[src/rtl/uart_cmd_rx.sv]
// uart_cmd_rx: 8N1 serial command receiver with a 2-flop input synchronizer,
// mid-bit sampling, good-byte and frame-error strobes, and break tolerance.
// Optional feature macro: UART_PARITY_EN (adds an even-parity bit after bit 7).
module uart_cmd_rx #(
   parameter int CLK_HZ = 50000000,
   parameter int BAUD   = 9600
) (
   input  logic       clk,
   input  logic       rst_n,
   input  logic       rx,
   output logic [7:0] rxdata,
   output logic       dataValidRX,
   output logic       frameErr,
   output logic       busy
);

   localparam int CLKS_PER_BIT = CLK_HZ / BAUD;
   localparam int HALF_BIT     = CLKS_PER_BIT / 2;
   localparam int TW           = $clog2(CLKS_PER_BIT + 1);
   localparam logic [TW-1:0] BIT_END  = TW'(CLKS_PER_BIT - 1);
   localparam logic [TW-1:0] HALF_END = TW'(HALF_BIT - 1);

`ifdef UART_PARITY_EN
   typedef enum logic [2:0] {IDLE, START, DATA, PARITY, STOP, WAIT_IDLE} RxState;
`else
   typedef enum logic [2:0] {IDLE, START, DATA, STOP, WAIT_IDLE} RxState;
`endif

   RxState          state;
   RxState          stateNext;
   logic            rxMeta;
   logic            rxS;
   logic [TW-1:0]   bitTimer;
   logic [2:0]      bitCnt;
   logic [7:0]      shiftReg;
   logic            timerClr;
   logic            shiftEn;
   logic            loadData;
   logic            errPulse;
`ifdef UART_PARITY_EN
   logic            parityCapture;
   logic            parityErr;
`endif

   // Two-flop synchronizer; idles high so reset never looks like a start bit.
   always_ff @(posedge clk or negedge rst_n) begin
      if (!rst_n) begin
         rxMeta <= 1'b1;
         rxS    <= 1'b1;
      end else begin
         rxMeta <= rx;
         rxS    <= rxMeta;
      end
   end

   // State register.
   always_ff @(posedge clk or negedge rst_n) begin
      if (!rst_n) state <= IDLE;
      else        state <= stateNext;
   end

   // Next-state decode plus the per-cycle datapath controls.
   always_comb begin
      stateNext = state;
      timerClr  = 1'b0;
      shiftEn   = 1'b0;
      loadData  = 1'b0;
      errPulse  = 1'b0;
`ifdef UART_PARITY_EN
      parityCapture = 1'b0;
`endif
      case (state)
         IDLE: begin
            timerClr = 1'b1;
            if (!rxS) stateNext = START;
         end
         START: begin
            if (bitTimer == HALF_END) stateNext = rxS ? IDLE : DATA;
         end
         DATA: begin
            if (bitTimer == BIT_END) begin
               shiftEn  = 1'b1;
               timerClr = 1'b1;
`ifdef UART_PARITY_EN
               if (bitCnt == 3'd7) stateNext = PARITY;
`else
               if (bitCnt == 3'd7) stateNext = STOP;
`endif
            end
         end
`ifdef UART_PARITY_EN
         PARITY: begin
            if (bitTimer == BIT_END) begin
               parityCapture = 1'b1;
               stateNext     = STOP;
            end
         end
`endif
         STOP: begin
            if (bitTimer == BIT_END) begin
               if (rxS) begin
                  stateNext = IDLE;
`ifdef UART_PARITY_EN
                  if (parityErr) errPulse = 1'b1;
                  else           loadData = 1'b1;
`else
                  loadData = 1'b1;
`endif
               end else begin
                  errPulse  = 1'b1;
                  stateNext = WAIT_IDLE;
               end
            end
         end
         WAIT_IDLE: begin
            timerClr = 1'b1;
            if (rxS) stateNext = IDLE;
         end
         default: stateNext = IDLE;
      endcase
   end

   // Bit timer restarts on every state change and after each data sample.
   always_ff @(posedge clk or negedge rst_n) begin
      if (!rst_n)                              bitTimer <= '0;
      else if (timerClr || stateNext != state) bitTimer <= '0;
      else                                     bitTimer <= bitTimer + TW'(1);
   end

   // Data bit counter and LSB-first shift register.
   always_ff @(posedge clk or negedge rst_n) begin
      if (!rst_n) begin
         bitCnt   <= 3'd0;
         shiftReg <= 8'h00;
      end else begin
         if (state != DATA)  bitCnt <= 3'd0;
         else if (shiftEn)   bitCnt <= bitCnt + 3'd1;
         if (shiftEn)        shiftReg <= {rxS, shiftReg[7:1]};
      end
   end

`ifdef UART_PARITY_EN
   // Even parity: the parity bit must equal the XOR of the eight data bits.
   always_ff @(posedge clk or negedge rst_n) begin
      if (!rst_n)             parityErr <= 1'b0;
      else if (parityCapture) parityErr <= rxS ^ (^shiftReg);
   end
`endif

   // Output register: byte capture and one-cycle strobes.
   always_ff @(posedge clk or negedge rst_n) begin
      if (!rst_n) begin
         rxdata      <= 8'h00;
         dataValidRX <= 1'b0;
         frameErr    <= 1'b0;
      end else begin
         dataValidRX <= loadData;
         frameErr    <= errPulse;
         if (loadData) rxdata <= shiftReg;
      end
   end

   assign busy = (state != IDLE);

endmodule
[config.mk]
export PLATFORM = sky130hd
export DESIGN_NAME = uart_cmd_rx
export DESIGN_NICKNAME = d
export VERILOG_FILES = /design/src/rtl/uart_cmd_rx.sv
export SDC_FILE = /design/constraint.sdc
export NUM_CORES = 1
export LEC_CHECK = 0
export CORE_UTILIZATION = 44
export CTS_CLUSTER_SIZE = 16
export DETAILED_ROUTE_END_ITERATION = 16
export HOLD_SLACK_MARGIN = 0.1
export PLACE_DENSITY_LB_ADDON = 0.2
export SYNTH_ARGS = -nofsm -noshare
export SYNTH_HDL_FRONTEND = slang
export SYNTH_SLANG_ARGS = --single-unit
[constraint.sdc]
create_clock -name clk -period 3.2 [get_ports clk]
set_input_delay 0.64 -clock clk [delete_from_list [all_inputs] [get_ports clk]]
set_output_delay 0.64 -clock clk [all_outputs]
set_load 0.02 [all_outputs]
==> results by group <==
Outcome
  • Status: complete, no violations

Drt
  • Metal3 WL: 152 µm
  • DRT antenna net count: 0
  • WL met1: 1490 µm
  • # DRC: 0
  • Total number of vias: 1221
  • Iteration-0 DRC Markers: 58
  • Drt wl/cell: 14.4 µm
  • DR vias/cell: 5.52
  • Max layer used: met4
  • WL met2: 1470 µm
  • Drt pass-1 iters: 4
  • Final Routed Wirelength: 3180 µm

Global routing
  • First-pass GRT wire length: 5380 µm
  • Largest net degree at the start of global routing: 40
  • GR Overflow Total: 0
  • Total track usage: 16.9%
  • Number of global-route vias before repair: 1152
  • Number of antenna violations at the first check in global routing: 0

Synth
  • EDFF count, synth: 0
  • Register area share after synthesis: between 50% and 60%
  • Async SR Flop Fraction: 100%
  • Synthesized area: 1820 µm²
  • Mapped Avg Cell Area: 12.0 µm²
  • Count leader, synth: dfrtp_1
  • Largest area contributor in the netlist: dfrtp_1
  • Mapped Nets: 158
  • Ranking of synthesized cells by area: dfrtp_1 51%, mux2_2 9.9%, xor2_1 3.4%, nand3_1 3.3%, a211oi_1 2.9%
  • Synthesized flop and latch total: 39
  • Synth top area share: 50.8%
  • Library cells used by synthesis: 41
  • Most frequent cells after synthesis: 37 x dfrtp_1, 16 x mux2_2, 12 x nand3_1, 12 x nor2_1
  • Synth warn: 0
  • Post-Syn Instances: 152
  • Predominant post-synthesis flop cell: dfrtp_1

Die
  • Die ar.: 4400 µm²
  • Ports: 14
  • Core area: 4000 µm²
  • FP Rows: 23
  • Die H: 66.4 µm
  • Initial core utilization: 45.6%
  • Die W: 66.4 µm

Hold path
  • Hold path depth: 0
  • Hold/Removal Path Class: flip-flop to flip-flop

Timing
  • Final period utilization: 70.9%
  • Fin. Hold Viols: 0
  • Final Max Slew Viols: 0
  • RSZ-0062 raised after global routing: no
  • WHS: 0.357 ns
  • Final setup fails: 0
  • FMAX: 0.441 GHz
  • Clock Skew: 0.00388 ns
  • Slew HR: 44.1%
  • Crit path time final: 2.27 ns
  • Slew @ Worst Pin: 0.838 ns
  • Final setup TNS: 0 ns

Clock network
  • Hold-fix buffers at CTS: 0
  • Post-CTS sizing: 0
  • H-tree depth: 2
  • CTS root buffer: clkbuf_8
  • TritonCTS Buffers: 5
  • CTS sink cnt: 39
  • Clock slew at reported path FFs: 0.08 ns
  • Clock tree from TritonCTS: yes
  • Post-CTS Setup Repair Bufs: 0
  • Clk buf depth: 2
  • Clk_lat worst skew: ~0.29 ns

Setup path
  • Critical path endpoint category: primary output
  • Worst-path maximum fanout: 10
  • R2R cell count: 6
  • WP data required: 2.56 ns
  • FF-to-FF End: bitTimer[0]
  • RR Startpoint: bitTimer[0]
  • Start point of the critical path: state[1]
  • CP startpoint kind: flip-flop
  • WS Path Type: flip-flop to primary output
  • CP Capture Point: busy
  • Flop2flop setup slack: ~1.2 ns
  • Worst EP arrival: ~1.6 ns

Place
  • Cell count after placement: 213
  • Dpl hpwl: between 2000 and 2500 µm
  • Placer Congestion: between 0.8 and 0.9
  • Port bufs: 13

Cells and area
  • Share of layout cells above drive strength 1: 21.1%
  • Post-Layout Cell Count: 221
  • Filler cells: 365
  • N_diodes: 0
  • Multi-input combinational cell area: 802 µm²
  • Register area: ~980 µm²
  • Final nets: 176
  • Final Core Density: 52.1%
  • Synthesis-to-layout area growth: 14.3%

Power and ir drop
  • Pleak: 0.972 nW
  • Peak VDD IR: between 200 and 300 µV
  • PwrDens: ~400 nW/µm²

Run
  • Max Cap Viol: 0
-- critical path, cell delays in order, from the launching register on --
cell and delay (ns):
dfrtp_1 0.48, inv_1 0.15, nand3_1 0.11, clkdlybuf4s50_1 0.60
-- per-layer routing --
layer  up-vias  global-route usage (%)
met1       597                    21.5
met3         6                    4.66
met5         -                       0
met2        28                    26.4
li1        590                       -
met4         0                    8.51
-- final cells by class --
cell class,instances,share of cell area (%)
Clock buffer,5,3.30
Clock inverter,3,0.961
Inverter,5,0.901
Multi-Input combinational cell,105,38.5
Sequential cell,39,47.0
Tap cell,50,3.00
Timing Repair Buffer,14,6.37
-- power breakdown --
part	leakage, nW	total [mW]	switching, mW	internal [mW]
logic	0.408	0.0123	0.00957	0.00273
registers	0.523	0.496	0.00167	0.495
clock network	0.0402	0.325	0.174	0.151
total	0.972	0.834	0.185	0.649
-- flip-flops by register name, indices dropped and copies added (netlist names) --
| register | cells |
|---|---|
| bitCnt | 3 |
| bitTimer | 13 |
| dataValidRX | 1 |
| frameErr | 1 |
| rxMeta | 1 |
| rxS | 1 |
| rxdata | 8 |
| shiftReg | 8 |
| state | 3 |
-- per-stage QoR --
step / worst slack [ns] / power [mW] / instance area, µm²
finish: 0.931 / 0.834 / 2080
global route: 0.840 / 0.870 / 2080
CTS: 0.907 / 0.849 / 2080
detailed placement: 1.16 / 0.519 / 1990
global placement: 1.21 / 0.519 / 1990
floorplan: 1.50 / 0.507 / 1820
-- logic make-up after synthesis --
family                     after synthesis  share of synthesized area [%]
AOI/OAI and AO/OA                       16                           6.79
adders and majority gates                3                           2.06
xor gates and xnor gates                11                           5.28
buffers and inverters                    8                           2.33
muxes                                   18                           11.0
and+or+nand+nor                         57                           18.9
DFF                                     39                           53.7
-- worst min path at each step --
stage	startpoint	end
after detailed placement	rxMeta	rxS
after floorplan	rst_n	bitCnt[0]
final	rxMeta	rxS
after global routing	rxMeta	rxS
after CTS	rxMeta	rxS
after global placement	rxMeta	rxS
-- cells in the final DEF, fill, tap and decap left out, drive strengths merged, types with 3 or more instances in the layout --
| master | netlist | final |
|---|---|---|
| xor2 | 7 | 7 |
| nand2 | 7 | 7 |
| clkdlybuf4s50 | 0 | 12 |
| a21oi | 4 | 4 |
| and4bb | 3 | 3 |
| nand4 | 4 | 4 |
| xnor2 | 4 | 4 |
| mux2 | 16 | 16 |
| nor2 | 13 | 13 |
| ha | 3 | 3 |
| dfrtp | 37 | 37 |
| clkbuf | 0 | 5 |
| inv | 5 | 5 |
| nand3 | 12 | 12 |
| and3 | 3 | 3 |
| a211oi | 7 | 7 |
No activity file was read; power rests on OpenSTA's default activity.
